<file path="src/rtl/poly_tone_organ.sv">
// poly_tone_organ: NUM_CH square-wave voices with edge-aligned retune, a level mix and a 1-bit audio pin.
// Optional macro POLY_TONE_ORGAN_PWM_EN turns audio_output into a PWM of the mix level.
module poly_tone_organ #(
    parameter int unsigned CLK_HZ  = 50_000_000,
    parameter int unsigned NUM_CH  = 4,
    parameter int unsigned INFO_CH = 0
) (
    input  logic                          CLK_50M,
    input  logic                          RESET_N,
    input  logic [NUM_CH-1:0]             ch_en,
    input  logic [3*NUM_CH-1:0]           note_sel,
    input  logic [2*NUM_CH-1:0]           octave,
    output logic [NUM_CH-1:0]             ch_wave,
    output logic [$clog2(NUM_CH+1)-1:0]   mix_level,
    output logic                          audio_output,
    output logic [31:0]                   info
);
    localparam int unsigned PW         = 32;
    localparam int unsigned MIX_W      = $clog2(NUM_CH + 1);
    localparam int unsigned INFO_IDX_W = (NUM_CH > 1) ? $clog2(NUM_CH) : 1;

    typedef enum logic {
        S_IDLE,
        S_RUN
    } voice_state_e;

    // Half-period in clock cycles for each note code: floor(CLK_HZ / (2*f)).
    function automatic logic [PW-1:0] hp_of(input logic [2:0] code);
        case (code)
            3'd0:    hp_of = PW'(CLK_HZ / 1046);
            3'd1:    hp_of = PW'(CLK_HZ / 1174);
            3'd2:    hp_of = PW'(CLK_HZ / 1318);
            3'd3:    hp_of = PW'(CLK_HZ / 1396);
            3'd4:    hp_of = PW'(CLK_HZ / 1566);
            3'd5:    hp_of = PW'(CLK_HZ / 1760);
            3'd6:    hp_of = PW'(CLK_HZ / 1974);
            default: hp_of = PW'(CLK_HZ / 2092);
        endcase
    endfunction

    logic [NUM_CH-1:0][PW-1:0] per_all_c;
    logic [MIX_W-1:0]          pop_c;
    logic [MIX_W-1:0]          mix_level_q;
    logic                      audio_q;
`ifndef POLY_TONE_ORGAN_PWM_EN
    logic [NUM_CH-1:0]         run_c;
    logic                      low_wave_c;
`endif

    for (genvar i = 0; i < NUM_CH; i++) begin : g_voice
        voice_state_e  state_q;
        logic [PW-1:0] per_q;
        logic [PW-1:0] cnt_q;
        logic          wave_q;
        logic [PW-1:0] hp_c;
        logic [PW-1:0] per_new_c;

        assign hp_c      = hp_of(note_sel[3*i +: 3]) >> octave[2*i +: 2];
        // A zero period would never match the wrap compare; floor it at one cycle.
        assign per_new_c = (hp_c == '0) ? PW'(1) : hp_c;

        // Voice FSM: the period only reloads at a toggle, so a half-period never shortens mid-flight.
        always_ff @(posedge CLK_50M or negedge RESET_N) begin
            if (!RESET_N) begin
                state_q <= S_IDLE;
                per_q   <= '0;
                cnt_q   <= '0;
                wave_q  <= 1'b0;
            end else if (state_q == S_IDLE) begin
                cnt_q  <= '0;
                wave_q <= 1'b0;
                if (ch_en[i]) begin
                    per_q   <= per_new_c;
                    state_q <= S_RUN;
                end else begin
                    per_q <= '0;
                end
            end else begin
                if (!ch_en[i]) begin
                    state_q <= S_IDLE;
                    per_q   <= '0;
                    cnt_q   <= '0;
                    wave_q  <= 1'b0;
                end else if (cnt_q == per_q - PW'(1)) begin
                    cnt_q  <= '0;
                    wave_q <= ~wave_q;
                    per_q  <= per_new_c;
                end else begin
                    cnt_q <= cnt_q + PW'(1);
                end
            end
        end

        assign ch_wave[i]   = wave_q;
        assign per_all_c[i] = per_q;
`ifndef POLY_TONE_ORGAN_PWM_EN
        assign run_c[i]     = (state_q == S_RUN);
`endif
    end

    always_comb begin
        pop_c = '0;
        for (int k = 0; k < int'(NUM_CH); k++) begin
            pop_c = pop_c + MIX_W'(ch_wave[k]);
        end
    end

    always_ff @(posedge CLK_50M or negedge RESET_N) begin
        if (!RESET_N) begin
            mix_level_q <= '0;
        end else begin
            mix_level_q <= pop_c;
        end
    end

`ifdef POLY_TONE_ORGAN_PWM_EN
    localparam int unsigned PWM_W = (NUM_CH > 1) ? $clog2(NUM_CH) : 1;

    logic [PWM_W-1:0] pwm_cnt_q;

    // Frame counter 0..NUM_CH-1; audio is high for mix_level slots of each frame.
    always_ff @(posedge CLK_50M or negedge RESET_N) begin
        if (!RESET_N) begin
            pwm_cnt_q <= '0;
            audio_q   <= 1'b0;
        end else begin
            pwm_cnt_q <= (pwm_cnt_q == PWM_W'(NUM_CH - 1)) ? '0 : pwm_cnt_q + PWM_W'(1);
            audio_q   <= (MIX_W'(pwm_cnt_q) < mix_level_q);
        end
    end
`else
    // Follow the lowest-indexed running voice; silent when nothing runs.
    always_comb begin
        low_wave_c = 1'b0;
        for (int k = int'(NUM_CH) - 1; k >= 0; k--) begin
            if (run_c[k]) begin
                low_wave_c = ch_wave[k];
            end
        end
    end

    always_ff @(posedge CLK_50M or negedge RESET_N) begin
        if (!RESET_N) begin
            audio_q <= 1'b0;
        end else begin
            audio_q <= low_wave_c;
        end
    end
`endif

    assign mix_level    = mix_level_q;
    assign audio_output = audio_q;
    assign info         = per_all_c[INFO_IDX_W'(INFO_CH)];

endmodule

</file>
<file path="config.mk">
export PLATFORM = sky130hd
export DESIGN_NAME = poly_tone_organ
export DESIGN_NICKNAME = d
export VERILOG_FILES = /design/src/rtl/poly_tone_organ.sv
export SDC_FILE = /design/constraint.sdc
export NUM_CORES = 1
export LEC_CHECK = 0
export BUFFER_PORTS_ARGS = -buffer_cell sky130_fd_sc_hd__buf_2
export CORE_MARGIN = 4
export CORE_UTILIZATION = 55
export DETAILED_ROUTE_END_ITERATION = 10
export PLACE_DENSITY = 0.76
export SLEW_MARGIN = 30
export SYNTH_ARGS = -nofsm -noshare
export SYNTH_HDL_FRONTEND = slang
export SYNTH_SLANG_ARGS = --single-unit
export TNS_END_PERCENT = 10
</file>
<file path="constraint.sdc">
create_clock -name CLK_50M -period 4.57 [get_ports CLK_50M]
set_input_delay 0.457 -clock CLK_50M [delete_from_list [all_inputs] [get_ports CLK_50M]]
set_output_delay 0.457 -clock CLK_50M [all_outputs]
set_load 0.005 [all_outputs]
</file>
Word level (Yosys, flattened, before mapping)
Index checks and enable logic that the tools add are counted.
- output and inout port bits: 40
- flip-flop bits (word level): 268
- mux-type cells: 56
- shift-type cells: 4
- add/sub/neg operators: 11
- bitwise operators: 4
- equal/unequal tests: 32
- reductions and logical operators: 8
- operator list (kind ; count):
    $mux W32 ; 32
    $pmux W16 S7 ; 4
    $add A32 B1 Y32 const B ; 4
    $eq A32 B32 Y1 ; 4
    $logic_not A32 Y1 ; 4
    $shr A32 B2 Y32 ; 4
    $sub A32 B1 Y32 const B ; 4
    $eq A3 B3 Y1 const B ; 12
    $eq A3 B2 Y1 const B ; 8
    $mux W1 ; 20
    $eq A3 B1 Y1 const B ; 4
    $logic_not A3 Y1 ; 4
    $ne A3 B2 Y1 const B ; 4
    $not A1 Y1 ; 4
    $add A2 B1 Y3 ; 1
    $add A3 B1 Y3 ; 1
    $add A1 B1 Y2 ; 1

Logic depth before layout (Yosys ltp)
- depth after elaboration: 8
- mapped depth: 15
- mapped depth without buffers: 11

Worst setup path after synthesis
No wires, ideal clock.
- path type: reg2reg
- from: reg g_voice[2].per_q[2]
- to: reg g_voice[2].per_q[2]
- stages on the path, launching flop included: 15
- library setup time: 0.125 ns
- buffers on the path: 3
- data arrival time: 3.543 ns
- period minus slack after synthesis: 3.668 ns
- data required time: 4.445 ns
- path slack: 0.902 ns
- cells stage by stage: dfrtp_1 -> clkbuf_1 -> or4_1 -> clkbuf_1 -> nor4_2 -> nor3b_1 -> ha_1 -> xor2_1 -> nand3_1 -> nor4_1 -> o2111a_1 -> nand4_1 -> o211ai_2 -> buf_2 -> mux2_2
- longest elaborated chain between the ends: 3
- ends and longest elaborated chain (element ; line ; RTL):
    start: declaration ; 52 ; logic [PW-1:0] per_q;
    start signal: assignment ; 73 ; per_q <= per_new_c;
    start signal: assignment ; 87 ; per_q <= per_new_c;
    $sub A32 B1 Y32 ; 84 ; end else if (cnt_q == per_q - PW'(1)) begin
    $eq A32 B32 Y1 ; 84 ;
    $ne A3 B2 Y1 (no line) ; n/a ;
Every way passes these cells.
A chain may end at the register's enable or synchronous reset.

Worst setup path in the final report
- from: reg g_voice[2].per_q[2]
- to: reg g_voice[2].cnt_q[12]
- longest elaborated chain between the ends: 5
- ends and longest elaborated chain (element ; line ; RTL):
    $sub A32 B1 Y32 ; 84 ;
    $eq A32 B32 Y1 ; 84 ;
    $mux W32 ; 84 ;
    $mux W32 ; 79 ; if (!ch_en[i]) begin
    $mux W32 ; 69 ; end else if (state_q == S_IDLE) begin
    end signal: assignment ; 89 ; cnt_q <= cnt_q + PW'(1);
    end: declaration ; 53 ; logic [PW-1:0] cnt_q;
Every way passes these cells.

==> impl_metrics.py <==
metrics = {
    "status": {
        "status": "finished clean",
    },
    "global_route": {
        "grt.met3_usage": 0.0211,
        "grt_pass1_wl_mm": 55.1,
        "grt_pass1_vias": 11300,
        "busiest_layer": "met2",
        "gr-usage-met1": 0.328,
        "use_met2": 0.356,
        "grt-ovfl-total": 0,
        "grt_max_degree": 123,
        "grtUsageTotal": 0.221,
        "antenna_found_initial": 0,
    },
    "synthesis": {
        "yosysWarnings": 0,
        "synthCells": 1723,
        "yosys.area.top_type": "dfrtp_1",
        "postSynth.asyncResetShare": 1.00,
        "synthFlopType": "dfrtp_1",
        "synth_top_area_frac": 0.354,
        "synth_edf_count": 0,
        "synth_cell_types": 83,
        "synth_seq_area_share": 0.354,
        "synth_area_sq_um": 14400,
        "synthTopCellsByArea": "dfrtp_1 35%, nor2_1 7.2%, xor2_1 6.6%, xnor2_1 6.3%, a21oi_1 3.0%",
        "postSynthAreaPerCell_sq_um": 8.37,
        "ys_seq_elements": 204,
    },
    "floorplanning": {
        "die_h_um": 170,
        "start_util": 0.557,
        "core_area_sq_um": 25900,
        "die-area_sq_um": 28900,
        "die_w_um": 170,
        "rows": 59,
        "pin_count": 66,
    },
    "layout": {
        "fin_cells": 2052,
        "layout-drive-gt1-share": 0.0856,
        "final_core_util": 0.594,
        "finish.net_count": 1743,
        "areaGrowthSynthToFinish_pct": 6.62,
        "final_cell_area_sq_um": 15400,
        "antenna-diode-count": 0,
    },
    "drt": {
        "route.detailed.drc": 0,
        "viasPerCell": 5.93,
        "vias": 12200,
        "finalWirelength_mm": 32.2,
        "drtAntennaViolNets": 0,
        "dr.pass1.iters": 5,
        "drtIter0Drc": 1027,
        "post_drt_wl_per_cell_um": 15.7,
    },
    "place": {
        "dp_slack_ns": 0.457,
        "dpl.hpwl_mm": 22.7,
        "place_congestion": 0.922,
        "placed_area_sq_um": 14600,
        "dp_cells": 2010,
        "port-buffer-count": 49,
    },
    "critical_path": {
        "cp.required_ns": 4.96,
        "startpoint_type": "register",
        "cp.arrival_ns": 4.51,
        "end_kind": "register",
        "critPathKind": "reg -> reg",
        "critPathMaxFanout": 24,
    },
    "clocking": {
        "cts_buffers": 23,
        "cts_max_path_buffers": 3,
        "clock_latency_ns": 0.52,
        "htree_levels": 1,
        "clk_pin_slew_ns": 0.06,
        "post_cts_buffers": 0,
        "clock_sinks": 204,
        "cts.repair.resized": 0,
        "cts_tree": "built",
        "hold_buffers": 0,
        "root_buffer": "clkbuf_16",
    },
    "sta": {
        "drv_slew": 0,
        "grt_setup_unrepaired": "false",
        "post-route-period-util": 0.902,
        "finalSetupTns_ns": 0,
        "fmax_mhz": 242,
        "slew_headroom": 0.449,
        "finalSetupViolCount": 0,
        "worst_slack_ns": 0.446,
        "skew_ns": 0.0137,
        "tightestPinTransition_ns": 0.815,
        "period_minus_slack_ns": 4.12,
        "hold_viol": 0,
    },
    "power_and_ir_drop": {
        "powerDensity_nw_per_um2": 292,
        "ir_drop_mv": 0.424,
        "leakage_nw": 6.54,
    },
    "flow_run": {
        "drv_cap": 0,
    },
    "worst_hold_path": {
        "hold_path.class": "in -> reg",
    },
}
==> where the power goes <==
part / internal (W) / switching, W
sequential: 0.00187 / 0.000105
combinational: 0.000310 / 0.000461
clock: 0.00105 / 0.000703
==> layer usage <==
| metal | vias up | part of all wire |
|---|---|---|
| met1 | 5786 | 0.47 |
| li1 | 5985 | - |
| met4 | 0 | 0.019 |
| met5 | - | 0 |
| met2 | 345 | 0.47 |
| met3 | 51 | 0.046 |
==> layout by cell type (no fill, tap or decap), types with 41 or more instances in the layout <==
cell,n
a21oi_1,86
inv_1,59
xor2_1,108
dfrtp_1,204
o21ai_0,77
nand3_1,83
xnor2_1,103
nor2_1,278
nand2_1,114
nand4_1,41
buf_2,48
==> cells in the mapped netlist (all sizes together) (14+ instances only) <==
cell type,instances
nor2b,20
or4,20
nand3,83
a211oi,22
nor2,278
clkbuf,67
nor4,30
nor3,33
nand2b,21
mux2i,28
and3,31
o22ai,15
o21ai,79
o211ai,14
buf,56
dfrtp,204
ha,14
nand2,114
mux2,46
xor2,108
xnor2,103
a21oi,86
inv,60
nand4,42
==> worst max-delay path, cell delays in order (launching register included) <==
cell,delay (ns)
dfrtp_1,0.44
or4_1,0.65
nor4_2,0.26
buf_4,0.18
nor3b_1,0.20
ha_1,0.28
xor2_1,0.15
nand3_1,0.11
nor4_1,0.26
o2111a_1,0.21
nand4_1,0.18
o211ai_4,0.60
buf_4,0.38
nor2_1,0.08
==> stage by stage <==
stage	hold slack, ns	power, W
6_report	0.225	0.00450
5_1_grt	0.227	0.00472
4_1_cts	0.126	0.00453
3_5_place_dp	0.477	0.00276
3_3_place_gp	0.465	0.00274
2_1_floorplan	0.161	0.00257
==> state kept, by name, indices dropped and copies added, names as in the netlist <==
| name | flops |
|---|---|
| g_voice.cnt_q | 128 |
| g_voice.per_q | 48 |
| info | 16 |
| g_voice.state_q | 4 |
| g_voice.wave_q | 4 |
| mix_level | 3 |
| audio_output | 1 |
==> final timing paths <==
| check | startpoint | end | slack, ns | cells after the start |
|---|---|---|---|---|
| min in group asynchronous | RESET_N | g_voice[0].cnt_q[2] | 0.39 | 2 |
| max in group asynchronous | RESET_N | g_voice[2].cnt_q[8] | 2.90 | 4 |
| setup / recovery | g_voice[2].per_q[2] | g_voice[2].cnt_q[12] | 0.45 | 13 |
| hold / removal | ch_en[0] | g_voice[0].state_q | 0.23 | 1 |
| hold reg to reg | g_voice[0].state_q | audio_output | 0.48 | 1 |
| setup reg to reg | g_voice[2].per_q[2] | g_voice[2].cnt_q[12] | 0.45 | 13 |
==> kinds of logic (layout without fill, tap and decap cells) <==
family | Yosys count | in the layout | share of synthesized area
AO/OA/AOI/OAI | 306 | 306 | 0.137
XOR/XNOR | 212 | 212 | 0.130
adder cells (fa/ha/maj) | 15 | 15 | 0.0135
buffers and inverters | 186 | 165 | 0.0613
flip-flops | 204 | 204 | 0.354
multiplexers | 74 | 74 | 0.0579
other | 1 | 16 | 0.000260
AND/OR/NAND/NOR | 725 | 725 | 0.246
==> layout make-up <==
cell class                      instances  area (sq um)
Clock inverter                          4          48.8
Clock buffer                           36           664
Tap cell                              335           419
Inverter                               63           236
Timing Repair Buffer                   62           388
Fill cell                            2243         10500
Sequential cell                       204          5100
Multi-Input combinational cell       1348          8520
Note: power is estimated with default switching activity, not from simulation.
